## src/rtl/frame_update_scheduler_pkg.sv

```systemverilog
// rtl/frame_update_scheduler_pkg.sv - shared state encoding and defaults for the frame update scheduler
package frame_update_scheduler_pkg;

  // default width of the lane index (covers up to 8 lanes)
  localparam int LANE_W_DEF = 3;

  // ST_GAP is the one idle cycle between consecutive lane requests
  typedef enum logic [2:0] {
    ST_IDLE  = 3'd0,
    ST_FROG  = 3'd1,
    ST_LANE  = 3'd2,
    ST_GAP   = 3'd3,
    ST_CHECK = 3'd4,
    ST_DONE  = 3'd5
  } state_t;

endpackage

```

## src/rtl/frame_update_scheduler_vsync_edge_sync.sv

```systemverilog
// rtl/frame_update_scheduler_vsync_edge_sync.sv - two-flop vsync synchroniser with falling-edge pulse
module vsync_edge_sync (
  input  logic clk,
  input  logic rst_n,
  input  logic vsync,
  output logic fall
);

  logic meta;
  logic sync;
  logic sync_d;

  // vsync idles high, so the chain resets to 1 to avoid a false edge after reset
  always_ff @(posedge clk or negedge rst_n) begin
    if (!rst_n) begin
      meta   <= 1'b1;
      sync   <= 1'b1;
      sync_d <= 1'b1;
    end else begin
      meta   <= vsync;
      sync   <= meta;
      sync_d <= sync;
    end
  end

  assign fall = sync_d & ~sync;

endmodule

```

## src/rtl/frame_update_scheduler.sv

```systemverilog
// rtl/frame_update_scheduler.sv - per-frame frog/lane/collision update sequencer; optional FRAME_UPDATE_WATCHDOG_EN
module frame_update_scheduler
  import frame_update_scheduler_pkg::*;
#(
  parameter int NUM_LANES = 8,
  parameter int LANE_W    = LANE_W_DEF,
  parameter int TICK_DIV  = 2,
  parameter int WDOG_CYC  = 255
) (
  input  logic              clk,
  input  logic              rst_n,
  input  logic              vsync,
  input  logic              pause,
  output logic              frog_req,
  input  logic              frog_ack,
  output logic              lane_req,
  output logic [LANE_W-1:0] lane_idx,
  input  logic              lane_ack,
  input  logic              collide,
  output logic              busy,
  output logic              frame_done,
  output logic              hit,
  output logic              overrun,
  output logic [15:0]       tick_cnt
`ifdef FRAME_UPDATE_WATCHDOG_EN
  ,
  output logic              wdog_err
`endif
);

  state_t     state;
  logic       vs_fall;
  logic [7:0] div_cnt;
  logic       div_wrap;
  logic       tick;
  logic       wdog_to;
  logic       frog_go;
  logic       lane_go;
  logic       last_lane;

  vsync_edge_sync u_vsync (
    .clk   (clk),
    .rst_n (rst_n),
    .vsync (vsync),
    .fall  (vs_fall)
  );

  assign div_wrap  = (div_cnt == 8'(TICK_DIV - 1));
  assign tick      = vs_fall & ~pause & div_wrap;
  assign last_lane = (lane_idx == LANE_W'(NUM_LANES - 1));

  // frame divider: advances on each vsync fall unless paused
  always_ff @(posedge clk or negedge rst_n) begin
    if (!rst_n) begin
      div_cnt <= 8'd0;
    end else if (vs_fall && !pause) begin
      div_cnt <= div_wrap ? 8'd0 : div_cnt + 8'd1;
    end
  end

`ifdef FRAME_UPDATE_WATCHDOG_EN
  logic [7:0] wcnt;
  logic       any_req;
  logic       step_ack;

  assign any_req  = frog_req | lane_req;
  assign wdog_to  = any_req && (wcnt == 8'(WDOG_CYC - 1));
  assign step_ack = (frog_req & frog_ack) | (lane_req & lane_ack) | wdog_to;

  // wait counter restarts on every completed step and whenever no request is out
  always_ff @(posedge clk or negedge rst_n) begin
    if (!rst_n) begin
      wcnt     <= 8'd0;
      wdog_err <= 1'b0;
    end else begin
      wcnt <= (any_req && !step_ack) ? wcnt + 8'd1 : 8'd0;
      if (wdog_to) wdog_err <= 1'b1;
    end
  end
`else
  assign wdog_to = 1'b0;
`endif

  assign frog_go = frog_ack | wdog_to;
  assign lane_go = lane_ack | wdog_to;

  // sequencer: one frog step, NUM_LANES lane steps with a gap between, check, done
  always_ff @(posedge clk or negedge rst_n) begin
    if (!rst_n) begin
      state      <= ST_IDLE;
      frog_req   <= 1'b0;
      lane_req   <= 1'b0;
      lane_idx   <= '0;
      busy       <= 1'b0;
      frame_done <= 1'b0;
      hit        <= 1'b0;
      overrun    <= 1'b0;
      tick_cnt   <= 16'd0;
    end else begin
      frame_done <= 1'b0;
      if (tick && state != ST_IDLE) overrun <= 1'b1;
      case (state)
        ST_IDLE: begin
          if (tick) begin
            frog_req <= 1'b1;
            busy     <= 1'b1;
            state    <= ST_FROG;
          end
        end
        ST_FROG: begin
          if (frog_go) begin
            frog_req <= 1'b0;
            lane_req <= 1'b1;
            lane_idx <= '0;
            state    <= ST_LANE;
          end
        end
        ST_LANE: begin
          if (lane_go) begin
            lane_req <= 1'b0;
            if (last_lane) begin
              state <= ST_CHECK;
            end else begin
              lane_idx <= lane_idx + 1'b1;
              state    <= ST_GAP;
            end
          end
        end
        ST_GAP: begin
          lane_req <= 1'b1;
          state    <= ST_LANE;
        end
        ST_CHECK: begin
          hit        <= collide;
          frame_done <= 1'b1;
          tick_cnt   <= tick_cnt + 16'd1;
          state      <= ST_DONE;
        end
        ST_DONE: begin
          busy     <= 1'b0;
          lane_idx <= '0;
          state    <= ST_IDLE;
        end
        default: state <= ST_IDLE;
      endcase
    end
  end

endmodule

```

## config.mk

```make
export PLATFORM = sky130hd
export DESIGN_NAME = frame_update_scheduler
export DESIGN_NICKNAME = d
export VERILOG_FILES = /design/src/rtl/frame_update_scheduler_pkg.sv /design/src/rtl/frame_update_scheduler_vsync_edge_sync.sv /design/src/rtl/frame_update_scheduler.sv
export SDC_FILE = /design/constraint.sdc
export NUM_CORES = 1
export LEC_CHECK = 0
export BUFFER_PORTS_ARGS = -buffer_cell sky130_fd_sc_hd__buf_2
export CORE_MARGIN = 2
export CORE_UTILIZATION = 45
export DETAILED_ROUTE_END_ITERATION = 8
export PLACE_DENSITY_LB_ADDON = 0.25
export SLEW_MARGIN = 20
export SYNTH_ARGS = -nofsm -noshare
export SYNTH_HDL_FRONTEND = slang
export SYNTH_SLANG_ARGS = --single-unit
```

## constraint.sdc

```tcl
create_clock -name clk -period 1.5 [get_ports clk]
set_input_delay 0.225 -clock clk [delete_from_list [all_inputs] [get_ports clk]]
set_output_delay 0.225 -clock clk [all_outputs]
set_load 0.01 [all_outputs]
```

; Word-level counts from Yosys, hierarchy flattened
; Cells that the tools add are included.
[totals]
regBits = 39
latchBits = 0
mem_bits_rw = 0
romBits = 0
inputBits = 7
memories = 0
[op_classes]
n_addsub = 3
mul = 0
div = 0
n_lt_le_gt_ge = 0
n_eq_ne = 11
shift = 0
muxes = 18
bitwise_logic = 5
n_reduce_logical = 14
[ops]
columns = op, count
row1 = 3-bit 2-to-1 mux, 7
row2 = "16-bit by 1-bit adder with 16-bit output, second input constant", 1
row3 = 3-bit one-hot mux with 5 select lines, 1
row4 = "3-bit equality test, second input constant", 3
row5 = 3-bit one-hot mux with 3 select lines, 1
row6 = 3-bit AND reduction, 3
row7 = 3-bit nonzero test, 3
row8 = "8-bit by 1-bit adder with 8-bit output, second input constant", 1
row9 = "8-bit by 1-bit equality test with 1-bit output, second input constant", 1
row10 = 8-bit 2-to-1 mux, 1
row11 = "2-bit inequality test, second input constant", 4
row12 = "3-bit by 2-bit equality test with 1-bit output, second input constant", 2
row13 = 1-bit 2-to-1 mux, 5
row14 = 1-bit one-hot mux with 2 select lines, 2
row15 = 4-bit AND reduction, 1
row16 = 2-bit nonzero test, 2
row17 = "3-bit by 1-bit adder with 3-bit output, second input constant", 1
row18 = 1-bit AND, 3
row19 = "3-bit by 1-bit equality test with 1-bit output, second input constant", 1
row20 = 3-bit logical NOT, 1
row21 = 1-bit one-hot mux with 3 select lines, 1
row22 = 1-bit logical AND, 2
row23 = 1-bit inverter, 2
row24 = 2-bit AND reduction, 1
row25 = 1-bit logical NOT, 1

; Longest topological paths before layout
[depth]
word_depth = 6
ltp_mapped = 6
mapped_depth_nobuf = 6

; Cells and area by module
; From an unflattened synthesis, not the netlist that was laid out.
[unflattened]
hier_cells = 159
area_unflattened_um2 = 1803.0
[by_module_without_submodules]
columns = mod, instances, cells_each, area_each_um2, seq_area_each_um2
row1 = frame_update_scheduler, 1, 155, 1710.4, 900.9
row2 = vsync_edge_sync, 1, 4, 92.6, 78.8

; Least setup slack after synthesis
; No wires, ideal clock.
[synth_path]
kind = register to register
startpoint = reg div_cnt[1]
endpoint = reg state[0]
setup_time_ns = 0.092
t_arrival_ns = 1.469
required_ns = 1.408
path_slack_ns = -0.061
path_stages_with_launch = 7
n_path_buf = 0
period_less_slack_ns = 1.561
path_cell_list = dfrtp_1 -> inv_1 -> ha_1 -> or4b_4 -> nor3_4 -> nor2_1 -> o31ai_2
[synth_between]
elab_chain_cells = 4
[synth_lines]
columns = element, line
row1 = start: declaration, frame_update_scheduler.sv:33  ; logic [7:0] div_cnt;
row2 = start signal: assignment, frame_update_scheduler.sv:57  ; div_cnt <= div_wrap ? 8'd0 : div_cnt + 8'd1;
row3 = 8-bit by 1-bit equality test with 1-bit output, frame_update_scheduler.sv:48  ; assign div_wrap = (div_cnt == 8'(TICK_DIV - 1));
row4 = 1-bit AND, frame_update_scheduler.sv:49  ; assign tick = vs_fall & ~pause & div_wrap;
row5 = 2-bit inequality test (no source line), -
row6 = 3-bit AND reduction (no source line), -
row7 = end signal: assignment, frame_update_scheduler.sv:90  ; state <= ST_IDLE;
row8 = end signal: assignment, frame_update_scheduler.sv:107  ; state <= ST_FROG;
row9 = end signal: assignment, frame_update_scheduler.sv:115  ; state <= ST_LANE;
row10 = end: declaration, frame_update_scheduler.sv:31  ; state_t state;
; Every way passes these cells.
; A chain may end at the register's enable or synchronous reset.

; Worst setup path in the final report
; Same ends and word-level chain as after synthesis.

==> run_results.csv <==
group,metric,value,unit
outcome,outcome,"complete, but fails checks",
outcome,violations,"negative setup slack",
hold_path,min_from,"vsync",
layout,drive_above_1_share,0.3868,
synthesis,synth_edf_count,0,
drt,dr.pass1.iters,4,
die,die_x,66.84,µm
synthesis,syn_avg_cell_area,11.39,µm²
critical_path,cp_data_arrival_time,1.81,ns
hold_path,min_path_cells,1,
power,leakage,1.163,nW
synthesis,synthArstFlopShare,1.000,
drt,drt_wl_total,3400,µm
die,io_pins,32,
timing,tightest_slew,0.4820,ns
layout,fin_nets,223,
synthesis,syn_inst,156,
clock_tree,clk_pin_slew,0.07,ns
die,initial_core_util,0.4781,
critical_path,r2r-start,"div_cnt[1]$_DFFE_PN0N_",
job,maxCapViolations,0,
synthesis,synth_mux_area_frac,0.01268,
timing,slew_viol_final,0,
clock_tree,clock_path_buffers,2,
synthesis,syn-num-nets,168,
die,core,3716,µm²
critical_path,cp-end-kind,"flop",
clock_tree,cts_inserted_buffers,5,
layout,final_cells,260,
layout,diodes,0,
clock_tree,cts_tree,"built",
synthesis,yosysSeqAreaShare,0.5514,
grt,grt_pass1_vias,1199,
critical_path,cp_data_required_time,1.70,ns
clock_tree,cts.sinks,39,
timing,fin_skew,0.005692,ns
synthesis,synth-xor-area-share,0.1077,
hold_path,hp-class,"in2reg",
timing,setup_tns,-0.4229,ns
clock_tree,h-tree-depth,2,
placed_design,dp.cells,246,
critical_path,rrSetupSlack,-0.11,ns
layout,area_growth,30.21,%
critical_path,worstRegToRegCells,6,
hold_path,hold-path-endpoint,"u_vsync.meta$_DFF_PN1_",
synthesis,synth_compound_area_frac,0.05634,
synthesis,synth-simple-area-share,0.2141,
drt,drc_errors,0,
synthesis,synth_area,1777,µm²
timing,timing.final.crit_share,1.072,
drt,viasPerCell,5.077,
critical_path,critPathKind,"reg2reg",
critical_path,timing.rr.end,"state[0]$_DFFE_PN0P_",
grt,antenna_found_initial,0,
synthesis,synth_top_family_by_area,"simple AND/OR/NAND/NOR gates",
synthesis,synth_cell_types,36,
layout,nFillCells,310,
grt,grt_max_degree,40,
grt,grt.total_usage,0.1688,
die,die_y,66.84,µm
timing,max_freq,621.8,MHz
timing,max_slew_margin,0.6786,
synthesis,yosys_warnings,0,
die,row_count,22,
timing,setup_violations,5,
synthesis,synth-seq-cells,39,
grt,grt_pass1_wl,5492,µm
critical_path,crit_fanout,5,
power,powerDensity,1389,nW/µm²
timing,rsz0062_at_grt,"true",
drt,vias,1320,
timing,finalHoldViolCount,0,
synthesis,synthFlopType,"dfrtp_1",
timing,fin_ws,-0.1082,ns
drt,routedWlPerCell,13.08,µm
drt,ant_nets,0,
grt,gr-total-overflow,0,
power,ir_drop,910.6,µV
timing,period_minus_slack,1.608,ns
synthesis,synthAdderAreaFrac,0.03521,
die,die_area,4467,µm²
clock_tree,cts-root-buf,"clkbuf_8",
critical_path,start_kind,"flop",
placed_design,place.gp.congestion,0.7803,
placed_design,place_hpwl,2439,µm
clock_tree,clk_latency,0.29,ns
drt,initialDrtViolationCount,88,
placed_design,port_buffers,31,
[cell families after synthesis]
kind of cell / after synthesis
xor gates and xnor gates: 21
adders and majority gates: 5
AOI/OAI and AO/OA: 17
buffers and inverters: 8
DFF: 39
muxes: 2
and+or+nand+nor: 64
[cell usage in the layout (no fill, tap or decap), types with 3 or more instances in the layout]
| cell | count |
|---|---|
| o21ai_0 | 4 |
| dfstp_2 | 3 |
| inv_1 | 3 |
| buf_4 | 21 |
| nor2_1 | 9 |
| nand2_1 | 15 |
| buf_2 | 31 |
| a21oi_1 | 7 |
| nand4_1 | 3 |
| nand3_1 | 9 |
| ha_1 | 4 |
| clkbuf_8 | 5 |
| xor2_1 | 5 |
| xnor2_1 | 14 |
| dfrtp_1 | 36 |
[how the worst max path moves through the flow]
stage                             start                        to
2_1_floorplan  u_vsync.sync_d$_DFF_PN1_      state[0]$_DFFE_PN0P_
3_3_place_gp       state[0]$_DFFE_PN0P_  tick_cnt[10]$_DFFE_PN0N_
3_5_place_dp     div_cnt[1]$_DFFE_PN0N_      state[0]$_DFFE_PN0P_
4_1_cts          div_cnt[1]$_DFFE_PN0N_      state[0]$_DFFE_PN0P_
5_1_grt          div_cnt[1]$_DFFE_PN0N_          busy$_DFFE_PN0P_
6_report         div_cnt[1]$_DFFE_PN0N_      state[0]$_DFFE_PN0P_
[through the flow]
step | utilization | area (µm²) | hold slack [ns] | setup slack (ns) | total power [W]
after floorplan | - | 1778 | -0.07059 | -0.02736 | 0.001776
final | 0.6226 | 2313 | 0.02696 | -0.1082 | 0.003212
after CTS | 0.6071 | 2256 | 0.01489 | -0.1174 | 0.003191
after detailed placement | 0.5606 | 2083 | 0.3086 | -0.1109 | 0.002107
after global routing | 0.6226 | 2313 | 0.01160 | -0.1960 | 0.003401
after global placement | 0.5606 | 2083 | 0.2989 | -0.03158 | 0.002053
[sequential cells by signal (all words and copies together), names as in the netlist]
signal / count
busy: 1
div_cnt: 8
frame_done: 1
frog_req: 1
hit: 1
lane_idx: 3
lane_req: 1
overrun: 1
state: 3
tick_cnt: 16
u_vsync.meta: 1
u_vsync.sync: 1
u_vsync.sync_d: 1
[what timing repair did]
action                                  4_1_cts  5_1_grt
pin swaps                                     5        7
endpoints found under the hold margin        36        0
endpoints found under the setup margin       10       20
resized for setup                             5        9
hold buffers                                  1        0
buffers inserted                              2        3
[power by group]
part	switching (W)	internal, W	total [W]
combinational	0.000463	0.000430	0.000892
sequential	0.000102	0.00120	0.00130
clock	0.000353	0.000665	0.00102
total	0.000918	0.00229	0.00321
[routing by layer]
metal	global-route usage	part of all wire
met1	0.2141	0.44
met2	0.2638	0.49
met3	0.05236	0.051
met4	0.07653	0.017
met5	0	0
[cell usage after synthesis, types with 3 or more instances]
master	instances	area (µm²)
dfrtp_1	36	900.9
nand2_1	15	56.30
o21ai_0	5	25.02
ha_1	5	62.56
nor2_1	12	45.04
nand4_1	3	18.77
xor2_1	5	43.79
inv_1	3	11.26
xnor2_1	15	131.4
nand3_1	11	55.05
dfstp_2	3	78.83
a21oi_1	7	35.03
[cell type report]
class | instances | area, µm² | area share
multi-input cells | 109 | 807.0 | 0.3488
clock inverters | 2 | 60.06 | 0.02596
inverters | 3 | 11.26 | 0.004867
flip-flops and latches | 39 | 979.7 | 0.4235
repair buffers | 53 | 322.8 | 0.1395
well taps | 48 | 60.06 | 0.02596
clock buffers | 6 | 72.57 | 0.03137
[worst max-delay path: stages (launching register included)]
cell     delay, ns
dfrtp_1       0.39
inv_1         0.06
ha_1          0.12
or4b_4        0.47
nor3_4        0.22
nor2_1        0.08
o31ai_2       0.18
No activity file was read; power rests on OpenSTA's default activity.
